==> src/rtl/pla_sweep_pkg.sv <==
// Shared types and constants for the PLA exhaustive-sweep controller.
package pla_sweep_pkg;

   localparam int unsigned VEC_W  = 8;
   localparam int unsigned RESP_W = 31;
   localparam int unsigned SIG_W  = 32;

   localparam logic [SIG_W-1:0] MISR_POLY_DEF = 32'h04C11DB7;
   localparam logic [SIG_W-1:0] MISR_SEED_DEF = 32'hFFFFFFFF;

   typedef enum logic [1:0] {
      IDLE,
      APPLY,
      CAPTURE,
      DONE
   } state_e;

endpackage

==> src/rtl/misr32_step.sv <==
// One combinational MISR step: shift with polynomial feedback, then fold in the response.
module misr32_step
   import pla_sweep_pkg::*;
(
   input  logic [SIG_W-1:0]  misr,
   input  logic [RESP_W-1:0] resp,
   input  logic [SIG_W-1:0]  poly,
   output logic [SIG_W-1:0]  misr_next
);

   assign misr_next = ({misr[SIG_W-2:0], 1'b0} ^ (misr[SIG_W-1] ? poly : '0)) ^ {1'b0, resp};

endmodule

==> src/rtl/pla_sweep_ctrl.sv <==
// Walks every PLA input vector, compacting the responses into a MISR signature.
// Optional output-toggle counter enabled by defining SWEEP_TOGGLE_CNT_EN.
module pla_sweep_ctrl
   import pla_sweep_pkg::*;
#(
   parameter int unsigned      SETTLE    = 1,
   parameter logic [VEC_W-1:0] LAST_VEC  = 8'hFF,
   parameter logic [SIG_W-1:0] MISR_POLY = MISR_POLY_DEF,
   parameter logic [SIG_W-1:0] MISR_SEED = MISR_SEED_DEF
) (
   input  logic              clk,
   input  logic              rst,
   input  logic              start_i,
   input  logic              abort_i,
   output logic [VEC_W-1:0]  vec_o,
   input  logic [RESP_W-1:0] resp_i,
   output logic              busy_o,
   output logic              done_o,
   output logic              sig_valid_o,
   output logic [SIG_W-1:0]  signature_o
`ifdef SWEEP_TOGGLE_CNT_EN
   ,
   output logic [15:0]       toggle_cnt_o
`endif
);

   state_e           state;
   logic [3:0]       settle;
   logic [SIG_W-1:0] misr;
   logic [SIG_W-1:0] misr_next;

   misr32_step u_misr32_step (
      .misr      (misr),
      .resp      (resp_i),
      .poly      (MISR_POLY),
      .misr_next (misr_next)
   );

`ifdef SWEEP_TOGGLE_CNT_EN
   logic [RESP_W-1:0] prev_resp;
   logic              first_cap;
   logic [5:0]        pop;
   logic [16:0]       cnt_sum;

   always_comb begin
      pop = '0;
      for (int i = 0; i < RESP_W; i++) begin
         pop = pop + 6'(resp_i[i] ^ prev_resp[i]);
      end
      cnt_sum = {1'b0, toggle_cnt_o} + 17'(pop);
   end
`endif

   always_ff @(posedge clk) begin
      if (rst) begin
         state       <= IDLE;
         settle      <= '0;
         misr        <= '0;
         vec_o       <= '0;
         busy_o      <= 1'b0;
         done_o      <= 1'b0;
         sig_valid_o <= 1'b0;
         signature_o <= '0;
`ifdef SWEEP_TOGGLE_CNT_EN
         toggle_cnt_o <= '0;
         prev_resp    <= '0;
         first_cap    <= 1'b0;
`endif
      end else begin
         done_o <= 1'b0;
         unique case (state)
            IDLE: begin
               if (start_i) begin
                  state       <= APPLY;
                  vec_o       <= '0;
                  misr        <= MISR_SEED;
                  settle      <= 4'(SETTLE);
                  sig_valid_o <= 1'b0;
                  busy_o      <= 1'b1;
`ifdef SWEEP_TOGGLE_CNT_EN
                  toggle_cnt_o <= '0;
                  first_cap    <= 1'b1;
`endif
               end
            end
            APPLY: begin
               if (abort_i) begin
                  state       <= IDLE;
                  busy_o      <= 1'b0;
                  sig_valid_o <= 1'b0;
               end else if (settle == 4'd1) begin
                  state <= CAPTURE;
               end else begin
                  settle <= settle - 4'd1;
               end
            end
            CAPTURE: begin
               // Abort wins over the capture, so a cancelled sweep never folds in this vector.
               if (abort_i) begin
                  state       <= IDLE;
                  busy_o      <= 1'b0;
                  sig_valid_o <= 1'b0;
               end else begin
                  misr <= misr_next;
`ifdef SWEEP_TOGGLE_CNT_EN
                  prev_resp <= resp_i;
                  first_cap <= 1'b0;
                  if (!first_cap) begin
                     toggle_cnt_o <= cnt_sum[16] ? 16'hFFFF : cnt_sum[15:0];
                  end
`endif
                  if (vec_o == LAST_VEC) begin
                     state  <= DONE;
                     busy_o <= 1'b0;
                  end else begin
                     state  <= APPLY;
                     vec_o  <= vec_o + 8'd1;
                     settle <= 4'(SETTLE);
                  end
               end
            end
            DONE: begin
               state       <= IDLE;
               done_o      <= 1'b1;
               signature_o <= misr;
               sig_valid_o <= 1'b1;
            end
            default: state <= IDLE;
         endcase
      end
   end

endmodule

==> config.mk <==
export PLATFORM = sky130hd
export DESIGN_NAME = pla_sweep_ctrl
export DESIGN_NICKNAME = d
export VERILOG_FILES = /design/src/rtl/pla_sweep_pkg.sv /design/src/rtl/misr32_step.sv /design/src/rtl/pla_sweep_ctrl.sv
export SDC_FILE = /design/constraint.sdc
export NUM_CORES = 1
export LEC_CHECK = 0
export CAP_MARGIN = 20
export CORE_MARGIN = 4
export CORE_UTILIZATION = 27
export CTS_CLUSTER_DIAMETER = 100
export DETAILED_ROUTE_END_ITERATION = 16
export SLEW_MARGIN = 10
export SYNTH_ARGS = -nofsm -noshare
export SYNTH_HDL_FRONTEND = slang
export SYNTH_SLANG_ARGS = --single-unit
==> constraint.sdc <==
create_clock -name clk -period 4.3 [get_ports clk]
set_clock_uncertainty 0.1 [all_clocks]
set_input_delay 0.43 -clock clk [delete_from_list [all_inputs] [get_ports clk]]
set_output_delay 0.43 -clock clk [all_outputs]
set_load 0.01 [all_outputs]
# Word level (Yosys, flattened, before mapping)
# Cells that the tools add are included.
totals:
  mem_bits_rw: 0
  latch_bits: 0
  elab_cells: 64
  memories: 0
  mem_bits_ro: 0
  register_bits: 81
classes:
  n_lt_le_gt_ge: 0
  n_reduce_logical: 10
  div_mod_pow: 0
  multipliers: 0
  eq_ne: 14
  add_sub_neg: 2
  mux: 28
  shifts: 0
  n_bitwise: 2
ops:
  columns: ["op", "count"]
  rows:
  - ["32-bit two-way mux", 2]
  - ["32-bit one-hot mux with 2 select lines", 1]
  - ["32-bit by 31-bit XOR with 32-bit output", 1]
  - ["32-bit XOR", 1]
  - ["27-bit two-way mux", 1]
  - ["8-bit two-way mux", 3]
  - ["4-bit two-way mux", 5]
  - ["8-bit one-hot mux with 2 select lines", 1]
  - ["2-bit inequality test, second input constant", 6]
  - ["4-bit one-hot mux with 3 select lines", 1]
  - ["2-bit two-way mux", 5]
  - ["8-bit by 1-bit adder with 8-bit output, second input constant", 1]
  - ["8-bit == test, second input constant", 1]
  - ["2-bit one-hot mux with 4 select lines", 1]
  - ["4-bit AND reduction", 2]
  - ["1-bit two-way mux", 6]
  - ["3-bit inequality test, second input constant", 2]
  - ["1-bit one-hot mux with 3 select lines", 2]
  - ["6-bit AND reduction", 1]
  - ["2-bit == test, second input constant", 2]
  - ["4-bit by 1-bit == test with 1-bit output, second input constant", 1]
  - ["2-bit AND reduction", 2]
  - ["4-bit by 1-bit subtractor with 4-bit output, second input constant", 1]
  - ["3-bit AND reduction", 1]
  - ["other kinds (6)", 6]

# Depth between registers and ports, before layout
depth:
  ltp_word: 5
  ltp_mapped: 6

# Modules after synthesis
# Synthesis repeated with hierarchy kept, for this count alone.
unflattened:
  cells_unflattened: 397
  area_unflattened_um2: 3927.5
by_module_without_submodules:
  columns: ["mod", "instances", "seq_area_each_um2", "area_per_inst_um2", "cells_per_inst"]
  rows:
  - ["pla_sweep_ctrl", 1, 1621.6, 3230.6, 300]
  - ["misr32_step", 1, 0.0, 696.9, 97]

# Worst setup path after synthesis
# Ideal clock, no wire load.
synth_path:
  path_kind: "flip-flop to flip-flop"
  startpoint: "register state[0]"
  endpoint: "register vec_o[7]"
  synth_period_minus_slack_ns: 1.961
  t_arrival_ns: 1.791
  setup_slack_ns: 2.339
  n_path_buf: 0
  path_stages_with_launch: 7
  setup_time_ns: 0.070
  path_cell_list: "dfxtp_1 -> inv_1 -> ha_1 -> nand2b_4 -> a2111oi_2 -> or4b_1 -> a21oi_1"
synth_via:
  elab_chain_len: 3
synth_rtl:
  columns: ["item", "line", "source"]
  rows:
  - ["start: declaration", "pla_sweep_ctrl.sv:27", "state_e state;"]
  - ["start signal: assignment", "pla_sweep_ctrl.sv:56", "state <= IDLE;"]
  - ["start signal: assignment", "pla_sweep_ctrl.sv:74", "state <= APPLY;"]
  - ["start signal: assignment", "pla_sweep_ctrl.sv:88", "state <= IDLE;"]
  - ["2-bit == test / 2-bit logical NOT (equally long branches)", "pla_sweep_ctrl.sv:71", "unique case (state)"]
  - ["2-bit inequality test (no line) / 2-bit nonzero test (equally long branches)", null, null]
  - ["4-bit AND reduction (no line)", null, null]
  - ["end signal: assignment", "pla_sweep_ctrl.sv:117", "vec_o <= vec_o + 8'd1;"]
  - ["end: declaration", "pla_sweep_ctrl.sv:15", "output logic [VEC_W-1:0] vec_o,"]
# Parallel ways exist; a longest one is shown, timed or not.
# A chain may end at the register's enable or synchronous reset.

# Final worst setup path
layout_path:
  startpoint: "register state[0]"
  endpoint: "register vec_o[4]"
# Same word-level chain as after synthesis.

==> run_results.csv <==
group,metric,value,unit
outcome,run_status,"completed",
routing,drtAntennaViolNets,0,
clocking,htreeDepth,3,
worst_setup_path,reg2reg_slack,1.99,ns
sta,setup_ws,1.99,ns
clocking,cts_setup_buffers,0,
routing,wl_per_cell,14.4,um
clocking,cts_buffers,9,
global_routing,grt_pass1_vias,2834,
clocking,clockBufferDepth,2,
worst_setup_path,cp.required,4.44,ns
routing,firstDrtPassIters,5,
worst_setup_path,crit_path_top_delay_cell,"a21oi_4",
synth,synth_cell_types,48,
synth,synth_ff_type,"dfxtp_1",
placement,post-place-ws,1.53,ns
sta,rsz0062_at_grt,"false",
synth,ys_ff_latch,81,
synth,syn_nets,390,
worst_setup_path,endpoint_kind,"flop",
sta,max_freq,0.434,GHz
power_and_ir_drop,combPwrFrac,17.3,%
cells_and_area,nets,462,
floorplan,io_pins,78,
clocking,path_clk_slew,0.06,ns
power_and_ir_drop,switching_share,26.0,%
power_and_ir_drop,switchingPower,0.509,mW
synth,async_reset_ff_share,0,%
global_routing,antenna_found_initial,0,
synth,yosys.cell_count.top_type,"dfxtp_1",
worst_setup_path,r2r_end,"vec_o[4]$_SDFFE_PP0P_",
cells_and_area,area_growth,34.6,%
placement,dpl_cell_area,4530,um2
routing,viasPerCell,4.75,
sta,whs,0.392,ns
cells_and_area,multi_input_area,1870,um2
sta,finalHoldViolCount,0,
synth,yosys-top-cells-count,"dfxtp_1, nor2_1, mux2i_1",
worst_setup_path,timing.rr.start,"state[0]$_SDFFE_PP0P_",
cells_and_area,nFillCells,1309,
worst_setup_path,cp-start-kind,"flop",
routing,wirelength,8.55,mm
placement,numPortBuffers,77,
clocking,clock_latency,0.33,ns
worst_setup_path,crit_fanout,33,
worst_setup_path,crit_type,"flop to flop",
floorplan,die_h,123,um
worst_setup_path,critPathBufInv,1,
clocking,root_buffer,"clkbuf_16",
hold_path,worstHoldEndpoint,"settle[3]$_SDFFE_PP0P_",
synth,syn_avg_cell_area,10.4,um2
power_and_ir_drop,clkPwrFrac,38.5,%
synth,syn-cell-area,3590,um2
hold_path,whs_path_depth,2,
routing,dr_total_vias,2828,
worst_setup_path,crit_family,"compound AO/OA/AOI/OAI gates",
floorplan,core-area,12800,um2
sta,period_needed,2.31,ns
sta,slew_headroom,41.4,%
floorplan,fp-row-count,41,
routing,drcViolationCount,0,
worst_setup_path,cpPeakStageDelay,0.70,ns
synth,synth_warnings,0,
cells_and_area,antennaDiodeCount,0,
clocking,cts_hold_buf,0,
synth,synth_area_leaders,"dfxtp_1, mux2i_1, o221a_2",
global_routing,grt_max_degree,45,
synth,yosysSeqAreaShare,45.1,%
worst_setup_path,path_cells,"inv_1 > ha_1 > and2b_1 > a21oi_4 > a21oi_1 > a211oi_1",
placement,gp_congestion,0.815,
hold_path,hold_class,"flop to flop",
floorplan,die_w,123,um
cells_and_area,layout-drive-gt1-share,13.0,%
synth,syn-instance-count,347,
placement,dp_hpwl,5.84,mm
flow_run,cap_viol_max_count,0,
power_and_ir_drop,intPower,1.45,mW
sta,setup_viol,0,
power_and_ir_drop,peakVddDrop,176,uV
power_and_ir_drop,powerDensity,405,nW/um2
routing,drt-initial-drc-count,186,
power_and_ir_drop,seqPwrFrac,44.2,%
sta,tightest_slew,0.877,ns
floorplan,initial_core_util,28.0,%
hold_path,hold_start,"settle[3]$_SDFFE_PP0P_",
worst_setup_path,cp.arrival,2.45,ns
global_routing,track_usage,11.8,%
sta,slew_viol_final,0,
floorplan,die_area,15200,um2
synth,yosys.area.top_type,"dfxtp_1",
cells_and_area,final_cell_area,4840,um2
synth,synth_edf_count,0,
sta,fin_crit_sh,53.6,%
synth,synth_top_area_share,45.1,%
global_routing,grt-ovfl-total,0,
clocking,postCtsResizedCells,0,
sta,finalSetupTns,0,ns
global_routing,grt_pass1_wl,14.1,mm
clocking,cts_tree,"yes",
power_and_ir_drop,power_leakage,1.67,nW
worst_setup_path,worst-r2r-cell-count,6,
cells_and_area,final_util,37.7,%
cells_and_area,seq_area,1620,um2
clocking,clock-sinks,81,
worst min-delay path: cells and delay by family (launching register included):
kind | cells | cell delay [ns]
flip-flops | 1 | 0.32
AO/OA/AOI/OAI | 2 | 0.13
cell families (layout without fill, tap and decap cells):
kind of cell,Yosys count,count (layout),share of synthesized area [%]
DFF,81,81,45.1
adders and majority gates,8,8,2.79
buffers and inverters,29,105,3.31
muxes,33,33,9.19
xor gates and xnor gates,44,44,10.7
AOI/OAI and AO/OA,72,72,17.9
and+or+nand+nor,80,80,11.0
final cells by class:
type | instances | share of cell area [%]
Clock buffer | 10 | 4.94
Clock inverter | 5 | 1.16
Inverter | 9 | 0.699
Multi-Input combinational cell | 237 | 38.6
Sequential cell | 81 | 33.5
Tap cell | 172 | 4.45
Timing Repair Buffer | 81 | 16.6
per-stage QoR:
step,power (mW),cells
after global placement,1.22,579
after global routing,2.07,595
after CTS,1.99,594
after floorplan,1.12,347
after detailed placement,1.22,579
final,1.96,595
state kept, by name, summed over array words and instances, names as in the netlist:
signal and count:
done_o 1, sig_valid_o 1, misr 32, signature_o 32, state 2, settle 4, busy_o 1, vec_o 8
how the worst max path moves through the flow:
stage / start / end / slack (ns) / cells after the start
finish: state[0]$_SDFFE_PP0P_ / vec_o[4]$_SDFFE_PP0P_ / 1.99 / 6
global route: state[0]$_SDFFE_PP0P_ / vec_o[4]$_SDFFE_PP0P_ / 1.76 / 6
CTS: state[0]$_SDFFE_PP0P_ / misr[5]$_SDFFE_PP0P_ / 1.76 / 5
detailed placement: abort_i / misr[29]$_SDFFE_PP0P_ / 1.53 / 4
global placement: abort_i / misr[14]$_SDFFE_PP0P_ / 1.60 / 4
floorplan: state[0]$_SDFFE_PP0P_ / vec_o[7]$_SDFFE_PP0P_ / 2.34 / 6
cell usage in the layout (no fill, tap or decap), drive strengths merged, types with 5 or more instances in the layout:
master	Yosys	routed
clkbuf	11	10
nand2	8	8
o221a	32	32
xnor2	26	26
o21ai	5	5
nor2	41	41
ha	8	8
mux2i	33	33
nor3	5	5
buf	9	5
inv	8	8
a21oi	12	12
dfxtp	81	81
clkdlybuf4s50	0	76
xor2	18	18
routing by layer:
| metal | vias to the layer above | wire, um | global-route usage (%) |
|---|---|---|---|
| met1 | 1336 | 4100 | 15.8 |
| met4 | 0 | 123 | 4.15 |
| met3 | 9 | 446 | 3.25 |
| met5 | - | 0 | 0 |
| li1 | 1411 | - | - |
| met2 | 72 | 3880 | 18.4 |
power groups by stage:
| stage | logic [mW] | clock network [mW] | registers [mW] |
|---|---|---|---|
| after floorplan | 0.251 | 0 | 0.868 |
| after global placement | 0.336 | 0 | 0.881 |
| after detailed placement | 0.341 | 0 | 0.881 |
| after CTS | 0.343 | 0.780 | 0.866 |
| after global routing | 0.375 | 0.821 | 0.874 |
| final | 0.339 | 0.753 | 0.865 |
(Power assumes the default switching activity.)
